$ cat src/rtl/io_pkg.sv
// io_pkg: register offsets and bit positions shared by the IO/timer block.
// Latency: n/a (constants only).
// Backpressure: n/a.
package io_pkg;

    // Register offsets, selected by addr[4:2]
    localparam logic [2:0] OFS_LED    = 3'd0;
    localparam logic [2:0] OFS_SW     = 3'd1;
    localparam logic [2:0] OFS_CTRL   = 3'd2;
    localparam logic [2:0] OFS_LOAD   = 3'd3;
    localparam logic [2:0] OFS_COUNT  = 3'd4;
    localparam logic [2:0] OFS_STATUS = 3'd5;

    // CTRL bit indices
    localparam int CTRL_EN   = 0;
    localparam int CTRL_AUTO = 1;
    localparam int CTRL_TIE  = 2;
    localparam int CTRL_SIE  = 3;
    localparam int CTRL_W    = 4;

    // STATUS bit indices
    localparam int ST_TEXP  = 0;
    localparam int ST_SWCHG = 1;
    localparam int ST_W     = 2;

    // Width of a counter holding 0..n-1, never less than one bit.
    function automatic int cnt_width(input int n);
        return (n > 1) ? $clog2(n) : 1;
    endfunction

endpackage

$ cat src/rtl/io_debounce.sv
// io_debounce: one switch bit -> 2-flop synchroniser -> optional stability filter.
// Latency: 2 cycles without filter; 2 + DEB_CYCLES cycles with IO_DEBOUNCE_EN.
// Backpressure: none; chg_o pulses for one cycle on the edge where sw_o changes.
//
// Ports: clk, rst (async active-low), sw_i raw async switch,
//        sw_o accepted switch level, chg_o = sw_o will change on the next edge.
// Build option: IO_DEBOUNCE_EN enables the DEB_CYCLES stability counter.
module io_debounce #(
    parameter int DEB_CYCLES = 1000
) (
    input  logic clk,
    input  logic rst,
    input  logic sw_i,
    output logic sw_o,
    output logic chg_o
);

    logic s1_q, s1_d;
    logic s2_q, s2_d;

    always_comb begin
        s1_d = sw_i;
        s2_d = s1_q;
    end

    always_ff @(posedge clk or negedge rst) begin
        if (!rst) begin
            s1_q <= 1'b0;
            s2_q <= 1'b0;
        end else begin
            s1_q <= s1_d;
            s2_q <= s2_d;
        end
    end

`ifdef IO_DEBOUNCE_EN
    localparam int CW = $clog2(DEB_CYCLES + 1);

    logic [CW-1:0] cnt_q, cnt_d;
    logic          st_q, st_d;

    // The counter only runs while the synchronised input disagrees with the
    // accepted level; any bounce back to the accepted level restarts it.
    always_comb begin
        cnt_d = cnt_q;
        st_d  = st_q;
        chg_o = 1'b0;
        if (s2_q == st_q) begin
            cnt_d = '0;
        end else if (cnt_q == CW'(DEB_CYCLES - 1)) begin
            st_d  = s2_q;
            cnt_d = '0;
            chg_o = 1'b1;
        end else begin
            cnt_d = cnt_q + CW'(1);
        end
    end

    always_ff @(posedge clk or negedge rst) begin
        if (!rst) begin
            cnt_q <= '0;
            st_q  <= 1'b0;
        end else begin
            cnt_q <= cnt_d;
            st_q  <= st_d;
        end
    end

    assign sw_o = st_q;
`else
    // Filter removed: the second sync stage is the accepted level, and it is
    // about to change whenever the two stages disagree.
    logic unused_deb;
    assign unused_deb = ^DEB_CYCLES;
    assign sw_o  = s2_q;
    assign chg_o = s1_q ^ s2_q;
`endif

endmodule

$ cat src/rtl/io_timer_ctrl.sv
// io_timer_ctrl: MIOC IO slave with LED register, debounced switches, prescaled down-timer, W1C status.
// Latency: writes land on the ce&we edge; reads combinational; intimer/irq one cycle after status.
// Backpressure: none; every access completes in the cycle it is presented.
//
// Ports: clk, rst (async active-low); ce/we/addr/wtData/rdData bus from MIOC
//        (addr[4:2] selects the register); sw raw switches; led registered LED
//        drive; intimer = TEXP&TIE; irq = intimer | SWCHG&SIE (both registered).
// Build option: IO_DEBOUNCE_EN adds the per-bit stability counter in io_debounce.
module io_timer_ctrl
    import io_pkg::*;
#(
    parameter int LED_W      = 16,
    parameter int SW_W       = 1,
    parameter int CNT_W      = 32,
    parameter int PRESCALE   = 1,
    parameter int DEB_CYCLES = 1000
) (
    input  logic             clk,
    input  logic             rst,
    input  logic             ce,
    input  logic             we,
    input  logic [31:0]      addr,
    input  logic [31:0]      wtData,
    output logic [31:0]      rdData,
    input  logic [SW_W-1:0]  sw,
    output logic [LED_W-1:0] led,
    output logic             intimer,
    output logic             irq
);

    localparam int             PW      = cnt_width(PRESCALE);
    localparam logic [PW-1:0]  PRE_MAX = PW'(PRESCALE - 1);

    logic [2:0] sel;
    logic       wr_led, wr_ctrl, wr_load, wr_status;
    logic       unused_bus;

    assign sel        = addr[4:2];
    assign wr_led     = ce & we & (sel == OFS_LED);
    assign wr_ctrl    = ce & we & (sel == OFS_CTRL);
    assign wr_load    = ce & we & (sel == OFS_LOAD);
    assign wr_status  = ce & we & (sel == OFS_STATUS);
    assign unused_bus = ^{addr[31:5], addr[1:0], wtData};

    // ---------------- switch inputs ----------------
    logic [SW_W-1:0] sw_db;
    logic [SW_W-1:0] sw_chg;

    for (genvar g = 0; g < SW_W; g++) begin : g_sw
        io_debounce #(
            .DEB_CYCLES (DEB_CYCLES)
        ) u_deb (
            .clk   (clk),
            .rst   (rst),
            .sw_i  (sw[g]),
            .sw_o  (sw_db[g]),
            .chg_o (sw_chg[g])
        );
    end

    // ---------------- state ----------------
    logic [LED_W-1:0]  led_q, led_d;
    logic [CTRL_W-1:0] ctrl_q, ctrl_d;
    logic [CNT_W-1:0]  load_q, load_d;
    logic [CNT_W-1:0]  count_q, count_d;
    logic [PW-1:0]     presc_q, presc_d;
    logic [ST_W-1:0]   status_q, status_d;
    logic              intimer_q, intimer_d;
    logic              irq_q, irq_d;

    logic en_rise;
    logic tick;
    logic expire;

    // EN going 0->1 through a CTRL write restarts the countdown from LOAD.
    assign en_rise = wr_ctrl & wtData[CTRL_EN] & ~ctrl_q[CTRL_EN];
    assign tick    = ctrl_q[CTRL_EN] & (presc_q == PRE_MAX);
    assign expire  = tick & (count_q == '0);

    always_comb begin
        led_d = led_q;
        if (wr_led) begin
            led_d = wtData[LED_W-1:0];
        end

        load_d = load_q;
        if (wr_load) begin
            load_d = wtData[CNT_W-1:0];
        end

        // One-shot expiry drops EN; an explicit CTRL write on the same edge
        // takes precedence over that hardware clear.
        ctrl_d = ctrl_q;
        if (expire && !ctrl_q[CTRL_AUTO]) begin
            ctrl_d[CTRL_EN] = 1'b0;
        end
        if (wr_ctrl) begin
            ctrl_d = wtData[CTRL_W-1:0];
        end

        // Prescaler advances only while enabled, so clearing EN freezes it.
        presc_d = presc_q;
        if (en_rise) begin
            presc_d = '0;
        end else if (ctrl_q[CTRL_EN]) begin
            presc_d = tick ? '0 : presc_q + PW'(1);
        end

        count_d = count_q;
        if (en_rise) begin
            count_d = load_q;
        end else if (tick) begin
            if (count_q != '0) begin
                count_d = count_q - CNT_W'(1);
            end else if (ctrl_q[CTRL_AUTO]) begin
                count_d = load_q;
            end
        end

        // W1C first, then hardware sets OR'd on top so a set always wins.
        status_d = status_q;
        if (wr_status) begin
            status_d = status_q & ~wtData[ST_W-1:0];
        end
        if (expire) begin
            status_d[ST_TEXP] = 1'b1;
        end
        if (|sw_chg) begin
            status_d[ST_SWCHG] = 1'b1;
        end

        intimer_d = status_q[ST_TEXP] & ctrl_q[CTRL_TIE];
        irq_d     = intimer_d | (status_q[ST_SWCHG] & ctrl_q[CTRL_SIE]);
    end

    always_ff @(posedge clk or negedge rst) begin
        if (!rst) begin
            led_q     <= '0;
            ctrl_q    <= '0;
            load_q    <= '0;
            count_q   <= '0;
            presc_q   <= '0;
            status_q  <= '0;
            intimer_q <= 1'b0;
            irq_q     <= 1'b0;
        end else begin
            led_q     <= led_d;
            ctrl_q    <= ctrl_d;
            load_q    <= load_d;
            count_q   <= count_d;
            presc_q   <= presc_d;
            status_q  <= status_d;
            intimer_q <= intimer_d;
            irq_q     <= irq_d;
        end
    end

    // ---------------- read mux ----------------
    always_comb begin
        rdData = '0;
        if (ce) begin
            case (sel)
                OFS_LED:    rdData = 32'(led_q);
                OFS_SW:     rdData = 32'(sw_db);
                OFS_CTRL:   rdData = 32'(ctrl_q);
                OFS_LOAD:   rdData = 32'(load_q);
                OFS_COUNT:  rdData = 32'(count_q);
                OFS_STATUS: rdData = 32'(status_q);
                default:    rdData = '0;
            endcase
        end
    end

    assign led     = led_q;
    assign intimer = intimer_q;
    assign irq     = irq_q;

endmodule

$ cat config.mk
export PLATFORM = sky130hd
export DESIGN_NAME = io_timer_ctrl
export DESIGN_NICKNAME = d
export VERILOG_FILES = /design/src/rtl/io_pkg.sv /design/src/rtl/io_debounce.sv /design/src/rtl/io_timer_ctrl.sv
export SDC_FILE = /design/constraint.sdc
export NUM_CORES = 1
export LEC_CHECK = 0
export BUFFER_PORTS_ARGS = -buffer_cell sky130_fd_sc_hd__buf_2
export CAP_MARGIN = 25
export CELL_PAD_IN_SITES_DETAIL_PLACEMENT = 1
export CELL_PAD_IN_SITES_GLOBAL_PLACEMENT = 1
export CORE_MARGIN = 4
export CORE_UTILIZATION = 45
export CTS_BUF_LIST = sky130_fd_sc_hd__clkbuf_8
export DETAILED_ROUTE_END_ITERATION = 16
export PLACE_DENSITY = 0.88
export SLEW_MARGIN = 20
export SYNTH_ARGS = -nofsm -noshare
export SYNTH_HDL_FRONTEND = slang
export SYNTH_SLANG_ARGS = --single-unit
$ cat constraint.sdc
create_clock -name clk -period 6.7 [get_ports clk]
set_input_delay 1.005 -clock clk [delete_from_list [all_inputs] [get_ports clk]]
set_output_delay 1.005 -clock clk [all_outputs]
set_load 0.01 [all_outputs]
==> results of run 1 <==
## per-stage QoR
stage	power, mW	utilization [%]	hold WS (ps)	setup slack [ps]
6_report	1.70	53.1	402	2740
2_1_floorplan	1.12	-	372	3230
3_3_place_gp	1.26	51.0	379	2920
5_1_grt	1.80	53.1	405	2610
4_1_cts	1.70	53.1	403	2800
3_5_place_dp	1.30	51.3	380	2800
## worst min path at each step
| stage | end | slack [ps] | cells past startpoint |
|---|---|---|---|
| after floorplan | g_sw[0].u_deb.sw_o$_DFF_PN0_ | 370 | 0 |
| after global placement | g_sw[0].u_deb.sw_o$_DFF_PN0_ | 380 | 0 |
| after detailed placement | g_sw[0].u_deb.sw_o$_DFF_PN0_ | 380 | 0 |
| after CTS | g_sw[0].u_deb.sw_o$_DFF_PN0_ | 400 | 0 |
| after global routing | load_q[29]$_DFFE_PN0P_ | 410 | 1 |
| final | g_sw[0].u_deb.sw_o$_DFF_PN0_ | 400 | 0 |
## sequential cells by signal, indices dropped and copies added (netlist names)
name	cells
count_q	32
load_q	32
led	16
ctrl_q	4
status_q	2
g_sw.u_deb.s1_q	1
g_sw.u_deb.sw_o	1
intimer	1
irq	1
presc_q	1
## Yosys cell counts, types with 8 or more instances
library cell and count:
dfrtp_1 91, mux2_2 65, a22oi_1 47, nor2_1 29, clkbuf_1 26, nor2b_1 23
nand2_1 22, o22ai_1 22, nor3_1 21, mux2i_1 20, nor4_1 15, inv_1 13
nand3_1 13, o2bb2ai_1 9, nand4_1 8
## power by group through the flow
| stage | Combinational, mW | Clock, mW | Sequential [mW] |
|---|---|---|---|
| floorplan | 0.334 | 0 | 0.785 |
| global placement | 0.433 | 0 | 0.823 |
| detailed placement | 0.466 | 0 | 0.835 |
| CTS | 0.469 | 0.408 | 0.824 |
| global route | 0.517 | 0.437 | 0.849 |
| finish | 0.467 | 0.401 | 0.828 |
## critical path, cell delays in order
cell,delay [ps]
buf_2,250
nor2b_1,590
and2_0,210
buf_4,360
a22oi_1,180
nor2_1,160
buf_2,180
## per-layer routing
metal | vias up | routed length [µm] | part of all wire (%)
met1 | 2451 | 7020 | 42
met5 | - | 0 | 0
met3 | 39 | 838 | 5.0
li1 | 2162 | - | -
met4 | 0 | 386 | 2.3
met2 | 160 | 8430 | 51
## cells by family (layout without fill, tap and decap cells)
logic type,count (synthesis),after routing,synth area share (%)
fa+ha+maj,2,2,0.462
mux,85,85,17.2
simple gates,170,170,17.8
xor+xnor,1,1,0.162
flops,91,91,42.1
buf+inv,55,128,4.46
compound gates,122,122,17.9
## layout make-up
cell class                 instances  area (µm²)
fill                            1330        5440
multi-input combinational        380        2910
sequential                        91        2280
timing repair buffer              99         551
tap                              143         179
clock buffer                       9         124
clock inverter                     7        85.1
inverter                          13        48.8
==> flow_summary.json, run 1 <==
{
  "status": "complete, no violations",
  "cellLeakagePower_nw": 2.74,
  "synth_seq_area_share_pct": 42.1,
  "rows": 39,
  "cts_resized": 0,
  "clock-sinks": 91,
  "synth-edff-count": 0,
  "fin_skew_ps": 18.9,
  "fin_cells": 742,
  "fmaxAchievable_mhz": 253,
  "core_mm2": 0.0116,
  "synth_area_leader_cell": "dfrtp_1",
  "r2r_slack_ps": 3080,
  "cp.required_ps": 5690,
  "relSlewSlack_pct": 37.0,
  "grt_use_met2_pct": 42.6,
  "hp-start": "g_sw[0].u_deb.s1_q$_DFF_PN0_",
  "synth.area.top_cells": "dfrtp_1, mux2_2, a22oi_1",
  "fin_tns_setup_ps": 0,
  "syn_nets": 597,
  "clock_latency_ps": 390,
  "p_sw_uw": 629,
  "finalNetCount": 665,
  "crit_start": "addr[4]",
  "synth_area_mm2": 0.00541,
  "yosysWarnings": 0,
  "endpoint_kind": "output pin",
  "start_util_pct": 46.6,
  "wire_per_inst_um": 22.5,
  "grt_use_met3_pct": 5.29,
  "clockBufferDepth": 2,
  "cts_tree": "done",
  "synth.distinct_cells": 63,
  "synth_top_area_share_pct": 42.1,
  "layout-drive-gt1-share_pct": 33.1,
  "clockRootBuffer": "clkbuf_8",
  "dp_hpwl_um": 11700,
  "die-height_um": 118,
  "internal_power_mw": 1.07,
  "io_buffers": 89,
  "post_dp_cell_area_mm2": 0.00596,
  "drcViolationCount": 0,
  "fin_crit_ps": 3960,
  "synth-async-reset-ratio_pct": 100,
  "final_common_cell": "dfrtp_1",
  "vias_per_cell": 6.49,
  "ys.flop_type": "dfrtp_1",
  "clkPwrFrac_pct": 23.6,
  "timing.rr.start": "count_q[25]$_DFFE_PN0P_",
  "dp_cells": 726,
  "overflow": 0,
  "grt_max_degree": 58,
  "crit_end": "rdData[12]",
  "numCtsBuffers": 9,
  "detail-route-antenna-nets": 0,
  "worst_slew_pin_slew_ps": 937,
  "grt_pass1_wl_um": 28000,
  "cap_violations": 0,
  "crit_fanout": 31,
  "htreeDepth": 3,
  "ios": 119,
  "area_growth_pct": 14.1,
  "synth_area_per_cell_um2": 10.3,
  "cts_post_setup_buffers_inserted": 0,
  "grt_pass1_vias": 5264,
  "period_share_pct": 59.0,
  "rsz0062_at_grt": "no",
  "rr_endpoint": "count_q[22]$_DFFE_PN0P_",
  "vias": 4812,
  "antenna_found_initial": 0,
  "syn_inst": 526,
  "clkTransAtPathRegs_ps": 90,
  "met1_usage_pct": 31.2,
  "totalWireLength_um": 16700,
  "sw_frac_of_total_pct": 37.1,
  "track_usage_pct": 24.9,
  "die_area_mm2": 0.0138,
  "n_antenna_cell": 0,
  "die_w_um": 118,
  "min_path_type": "reg2reg",
  "finalHoldViolCount": 0,
  "top_usage_layer": "met2",
  "cp.arrival_ps": 2950,
  "p_comb_share_pct": 27.5,
  "cts_hold_buf": 0,
  "setup_viol_count_final": 0,
  "reg2reg_depth": 5,
  "sequentialPowerShare_pct": 48.9,
  "cellPowerDensity_mw_per_mm2": 275,
  "final_area_mm2": 0.00617,
  "firstDrtPassIters": 5,
  "synth_seq_cells": 91,
  "start_kind": "primary input",
  "drv_slew": 0,
  "ir_drop_uv": 183,
  "place.gp.congestion": 0.885,
  "drtIter0Drc": 363,
  "crit_type": "in2out",
  "final_cell_mix": "dfrtp_1, buf_2, mux2_2, a22oi_1, nor2_1"
}
Power figures use the tool's default switching activity.
==> run 2: changes to the inputs <==
--- a/config.mk
+++ b/config.mk
@@ -5,15 +5,16 @@
 export SDC_FILE = /design/constraint.sdc
 export NUM_CORES = 1
 export LEC_CHECK = 0
+export ABC_AREA = 1
 export BUFFER_PORTS_ARGS = -buffer_cell sky130_fd_sc_hd__buf_2
 export CAP_MARGIN = 25
 export CELL_PAD_IN_SITES_DETAIL_PLACEMENT = 1
 export CELL_PAD_IN_SITES_GLOBAL_PLACEMENT = 1
 export CORE_MARGIN = 4
-export CORE_UTILIZATION = 45
+export CORE_UTILIZATION = 36
 export CTS_BUF_LIST = sky130_fd_sc_hd__clkbuf_8
 export DETAILED_ROUTE_END_ITERATION = 16
-export PLACE_DENSITY = 0.88
+export PLACE_DENSITY = 0.82
 export SLEW_MARGIN = 20
 export SYNTH_ARGS = -nofsm -noshare
 export SYNTH_HDL_FRONTEND = slang
==> constraint.sdc (replaced) <==
create_clock -name clk -period 3.3 [get_ports clk]
set_input_delay 0.495 -clock clk [delete_from_list [all_inputs] [get_ports clk]]
set_output_delay 0.495 -clock clk [all_outputs]
set_load 0.01 [all_outputs]
==> run 2 against run 1 <==
Compared with the run above: worst hold slack worse by 290 ps; sequential cell count unchanged; synthesized cell count up 58%; combinational power rose to 4.0 times the previous value; final cell count up 48%; synthesized area up 1.8%; worst setup slack worse by 2000 ps; critical endpoint is now rdData[0]; via count up 12%; wire length down 2.9%; critical path depth up 1.
==> flow_summary.json, run 2 <==
{
  "rows": 44,
  "yosysWarnings": 0,
  "finalHoldViolCount": 0,
  "crit_buf_inv": 3,
  "pre_cts_slack_ps": 688,
  "clockRootBuffer": "clkbuf_8",
  "rsz0062_at_grt": "no",
  "clkTransAtPathRegs_ps": 100,
  "io_buffers": 89,
  "track_usage_pct": 19.4,
  "cts_resized": 0,
  "ir_drop_uv": 259,
  "r2r_slack_ps": 950,
  "grt_pass1_wl_um": 27900,
  "totalWireLength_um": 16200,
  "worst_slew_pin_slew_ps": 944,
  "path_cells": "buf_2 -> nand3_1 -> inv_2 -> nand2_1 -> o21ai_0 -> nor2_1 -> a31oi_1 -> buf_2",
  "dp_cells": 1079,
  "cellPowerDensity_mw_per_mm2": 708,
  "antenna_found_initial": 0,
  "finalNetCount": 977,
  "endpoint_kind": "output pin",
  "yosysMostFrequentCell": "nand2_1",
  "overflow": 0,
  "cts_tree": "done",
  "finalWorstSetupSlack_ps": 696,
  "cts_hold_buf": 0,
  "clock_latency_ps": 390,
  "relSlewSlack_pct": 36.9,
  "place.gp.congestion": 0.833,
  "firstDrtPassIters": 4,
  "synth_area_per_cell_um2": 6.63,
  "fin_skew_ps": 12.2,
  "multi_input_area_mm2": 0.00269,
  "drtIter0Drc": 225,
  "ios": 119,
  "synth.distinct_cells": 33,
  "vias_per_cell": 4.93,
  "crit_family": "buffers and inverters",
  "final_cell_mix": "nand2_1, inv_1, dfrtp_1, nor2_1, buf_2",
  "area_growth_pct": 15.1,
  "max_stage_delay_ps": 540,
  "syn_nets": 901,
  "die_w_um": 132,
  "core_mm2": 0.0148,
  "synth_area_mm2": 0.00551,
  "layout-drive-gt1-share_pct": 14.4,
  "fin_tns_setup_ps": 0,
  "synth_area_leader_cell": "dfrtp_1",
  "wire_per_inst_um": 14.8,
  "fin_crit_ps": 2600,
  "numCtsBuffers": 9,
  "grt_max_degree": 92,
  "synth_top_area_share_pct": 41.4,
  "grt_pass1_vias": 5677,
  "min_path_type": "in2async",
  "cp_common_cell": "buf_2",
  "vias": 5394,
  "nFillCells": 1972,
  "whs_ps": 114,
  "crit_type": "in2out",
  "die-height_um": 132,
  "total_power_mw": 4.49,
  "period_share_pct": 78.9,
  "final_common_cell": "nand2_1",
  "cts_post_setup_buffers_inserted": 0,
  "drv_slew": 0,
  "die_area_mm2": 0.0173,
  "synth_seq_area_share_pct": 41.4,
  "status": "complete, no violations",
  "crit_fanout": 29,
  "drcViolationCount": 0,
  "cp.required_ps": 2800,
  "n_antenna_cell": 0,
  "ys.flop_type": "dfrtp_1",
  "start_util_pct": 37.3,
  "setup_viol_count_final": 0,
  "cp.arrival_ps": 2110,
  "dp_hpwl_um": 12100,
  "cellLeakagePower_nw": 3.51,
  "fin_cells": 1095,
  "synth-async-reset-ratio_pct": 100,
  "htreeDepth": 3,
  "fmaxAchievable_mhz": 384,
  "synth.area.top_cells": "dfrtp_1, nand2_1, inv_1",
  "worst_path_max_delay_cell": "inv_2",
  "cap_violations": 0,
  "clock-sinks": 91,
  "synth-edff-count": 0,
  "syn_inst": 830,
  "clockBufferDepth": 2,
  "synth_seq_cells": 91,
  "regArea_mm2": 0.00228,
  "detail-route-antenna-nets": 0,
  "start_kind": "primary input",
  "synth_common_cells": "nand2_1, inv_1, dfrtp_1"
}
run 2: final cells by class:
| cell class | count | share of cell area, % |
|---|---|---|
| repair buffers | 97 | 8.21 |
| well taps | 184 | 3.63 |
| multi-input cells | 605 | 42.5 |
| inverters | 102 | 6.04 |
| clock buffers | 10 | 2.17 |
| flip-flops and latches | 91 | 35.9 |
| clock inverters | 6 | 1.50 |
run 2: worst paths after layout:
| check | from | end | cells after the start |
|---|---|---|---|
| max | addr[2] | rdData[0] | 8 |
| min | rst | intimer$_DFF_PN0_ | 2 |
| max reg2reg | count_q[0]$_DFFE_PN0P_ | count_q[26]$_DFFE_PN0P_ | 9 |
| min reg2reg | g_sw[0].u_deb.s1_q$_DFF_PN0_ | g_sw[0].u_deb.sw_o$_DFF_PN0_ | 0 |
| max in group asynchronous | rst | load_q[16]$_DFFE_PN0P_ | 2 |
| min in group clk | sw | g_sw[0].u_deb.s1_q$_DFF_PN0_ | 1 |
run 2: kinds of logic after synthesis:
kind of cell / Yosys count / share of synthesized area, %
AND/OR/NAND/NOR: 490 / 36.0
buffers and inverters: 134 / 9.79
AO/OA/AOI/OAI: 98 / 9.84
flip-flops: 91 / 41.4
XOR/XNOR: 12 / 1.91
multiplexers: 3 / 0.613
adder cells (fa/ha/maj): 2 / 0.454
run 2: report_power, final:
| group | internal [mW] | total, mW | switching [mW] |
|---|---|---|---|
| combinational | 0.630 | 1.86 | 1.23 |
| clock | 0.455 | 0.894 | 0.438 |
| sequential | 1.41 | 1.73 | 0.323 |
| total | 2.50 | 4.49 | 1.99 |
run 2: worst register-to-register path, delay by kind of cell (launching register included):
kind	cells	cell delay, ps
simple gates	6	1140
flops	1	390
buf+inv	1	180
compound gates	1	230
fa+ha+maj	1	300
run 2: per-stage QoR:
stage          area [µm²]  util (%)
6_report             6340      42.9
3_5_place_dp         6100      41.4
2_1_floorplan        5510         -
5_1_grt              6340      42.9
4_1_cts              6340      42.9
3_3_place_gp         6100      41.4
run 2: per-layer routing:
layer  track usage, %  wire length, µm  vias up  part of all wire [%]
met4             6.53              228        0                   1.4
met1             25.6             7570     2594                    47
li1                 -                -     2722                     -
met3             2.83              541       14                   3.3
met5                0                0        -                     0
met2             32.6             7850       64                    49
==> run 3: changes to the inputs <==
--- a/config.mk
+++ b/config.mk
@@ -5,16 +5,16 @@
 export SDC_FILE = /design/constraint.sdc
 export NUM_CORES = 1
 export LEC_CHECK = 0
-export ABC_AREA = 1
+export ABC_AREA = 0
 export BUFFER_PORTS_ARGS = -buffer_cell sky130_fd_sc_hd__buf_2
 export CAP_MARGIN = 25
 export CELL_PAD_IN_SITES_DETAIL_PLACEMENT = 1
 export CELL_PAD_IN_SITES_GLOBAL_PLACEMENT = 1
 export CORE_MARGIN = 4
-export CORE_UTILIZATION = 36
+export CORE_UTILIZATION = 39
 export CTS_BUF_LIST = sky130_fd_sc_hd__clkbuf_8
 export DETAILED_ROUTE_END_ITERATION = 16
-export PLACE_DENSITY = 0.82
+export PLACE_DENSITY = 0.81
 export SLEW_MARGIN = 20
 export SYNTH_ARGS = -nofsm -noshare
 export SYNTH_HDL_FRONTEND = slang
==> constraint.sdc (replaced) <==
create_clock -name clk -period 2.25 [get_ports clk]
set_input_delay 0.3375 -clock clk [delete_from_list [all_inputs] [get_ports clk]]
set_output_delay 0.3375 -clock clk [all_outputs]
set_load 0.01 [all_outputs]
==> run 3 against run 2 <==
Compared with the run above: the flow now finishes with violations (negative setup slack); global-route usage up 5.5 points; first-iteration DRC count up 25%; via count down 1.8%; clock skew up 4.9 ps; combinational power up 23%; final area up 18%; sequential cell count unchanged; wire length up 26%; worst hold slack worse by 66 ps; power up 30%; clock power up 35%; critical path type is now reg2reg; largest power group is now registers.
==> flow_summary.json, run 3 (synthesis gave the netlist of run 1 again) <==
{
  "status": "complete, but fails checks",
  "violations": "negative setup slack",
  "antenna_found_initial": 0,
  "grt_max_degree": 44,
  "final_common_cell": "buf_4",
  "layout-drive-gt1-share_pct": 48.9,
  "detail-route-antenna-nets": 0,
  "cap_violations": 0,
  "min_path_type": "in2reg",
  "finalHoldViolCount": 0,
  "die-height_um": 126,
  "clkTransAtPathRegs_ps": 100,
  "ios": 119,
  "rsz0062_at_grt": "yes",
  "final_cell_mix": "buf_4, dfrtp_1, buf_2, mux2_2, a22oi_1",
  "cp.arrival_ps": 2960,
  "overflow": 0,
  "clockBufferDepth": 2,
  "track_usage_pct": 24.9,
  "start_kind": "register",
  "cts_tree": "done",
  "drcViolationCount": 0,
  "vias": 5297,
  "n_antenna_cell": 0,
  "fin_crit_ps": 2680,
  "worst_slew_pin_slew_ps": 551,
  "core_mm2": 0.0134,
  "place.gp.congestion": 0.910,
  "hp-start": "sw",
  "setup_viol_count_final": 34,
  "clock_latency_ps": 400,
  "multi_input_area_mm2": 0.00327,
  "firstDrtPassIters": 4,
  "dp_cells": 857,
  "numCtsBuffers": 9,
  "nFillCells": 1492,
  "post_dp_cell_area_mm2": 0.00682,
  "relSlewSlack_pct": 63.1,
  "r2r_slack_ps": -430,
  "crit_fanout": 5,
  "die_area_mm2": 0.0158,
  "cp.required_ps": 2540,
  "die_w_um": 126,
  "area_growth_pct": 37.7,
  "finalNetCount": 771,
  "crit_type": "reg2reg",
  "clock-sinks": 91,
  "rr_endpoint": "count_q[22]$_DFFE_PN0P_",
  "ir_drop_uv": 474,
  "reg2reg_depth": 9,
  "rows": 42,
  "grt_pass1_vias": 5807,
  "timing.rr.start": "count_q[1]$_DFFE_PN0P_",
  "finalWorstSetupSlack_ps": -426,
  "regArea_mm2": 0.00228,
  "io_buffers": 89,
  "fmaxAchievable_mhz": 374,
  "clockRootBuffer": "clkbuf_8",
  "dp_hpwl_um": 14000,
  "drv_slew": 0,
  "holdPathStages": 1,
  "fin_cells": 881,
  "period_share_pct": 119,
  "htreeDepth": 3,
  "hold_end": "g_sw[0].u_deb.s1_q$_DFF_PN0_",
  "fin_skew_ps": 17.2,
  "vias_per_cell": 6.01,
  "wire_per_inst_um": 23.2,
  "cellPowerDensity_mw_per_mm2": 785,
  "start_util_pct": 40.4,
  "totalWireLength_um": 20400,
  "final_area_mm2": 0.00745,
  "cellLeakagePower_nw": 3.46,
  "grt_pass1_wl_um": 31800,
  "endpoint_kind": "register",
  "drtIter0Drc": 282
}
## run 3: cell count changes in the layout (fill, tap and decap cells not counted), sizes merged, moves of 23 or more
cell / before / now
nor2: 96 / 30
nand2: 342 / 23
o21ai: 48 / 6
buf: 97 / 204
inv: 104 / 14
nand3: 41 / 13
a21oi: 29 / 6
nor2b: 0 / 23
mux2: 3 / 65
a22oi: 0 / 47
## run 3: through the flow
stage               total power, mW  hold slack, ps  util (%)  setup TNS [ps]  worst slack, ps
global route                   6.14            31.4      55.6          -12670             -450
floorplan                      3.37            41.9         -           -5570             -194
CTS                            5.69            30.8      54.4           -8200             -313
finish                         5.85            47.6      55.6          -11330             -426
detailed placement             4.35             315      50.9           -8340             -359
global placement               4.23             311      50.9           -6920             -253
## run 3: report_power, final
group          leakage [nW]  switching, mW  total (mW)  internal [mW]
sequential             1.13          0.351        2.35           2.00
clock                0.0987          0.667        1.21          0.544
combinational          2.23           1.18        2.28           1.11
## run 3: area by class of cell
class                   count  share of cell area, %
repair buffers            205                   19.3
multi-input cells         380                   43.8
inverters                  13                  0.655
clock buffers              10                   1.85
well taps                 176                   2.95
clock inverters             6                  0.856
flip-flops and latches     91                   30.6
## run 3: worst max path at each step
stage                            startpoint                       to  slack, ps  depth (start not counted)
global route         count_q[1]$_DFFE_PN0P_  count_q[22]$_DFFE_PN0P_       -450                          9
finish               count_q[1]$_DFFE_PN0P_  count_q[22]$_DFFE_PN0P_       -430                          9
CTS                 count_q[29]$_DFFE_PN0P_  count_q[22]$_DFFE_PN0P_       -310                          7
floorplan            count_q[0]$_DFFE_PN0P_  count_q[28]$_DFFE_PN0P_       -190                          8
detailed placement   count_q[0]$_DFFE_PN0P_  count_q[10]$_DFFE_PN0P_       -360                          8
global placement     count_q[0]$_DFFE_PN0P_  count_q[19]$_DFFE_PN0P_       -250                          8
## run 3: critical path, cell delays in order, from the launching register on
cell and delay [ps]:
dfrtp_1 420, inv_1 90, ha_1 190, or3b_4 420, or4_4 500, o41ai_4 230, buf_4 200, nand2_4 80
buf_12 150, a221o_1 290
## run 3: timing repair
| action | 4_1_cts | 5_1_grt |
|---|---|---|
| buffers inserted | 2 | 4 |
| hold buffers | 1 | 0 |
| gates cloned | 1 | 0 |
| hold endpoints to repair | 29 | 0 |
| setup endpoints to repair | 34 | 46 |
| resized for setup | 41 | 24 |
| pin swaps | 13 | 5 |
## run 3: per-layer routing
layer	track usage [%]	wire length [µm]
met5	0	0
met4	8.83	623
met3	4.15	954
met1	31.5	8470
met2	43.1	10400
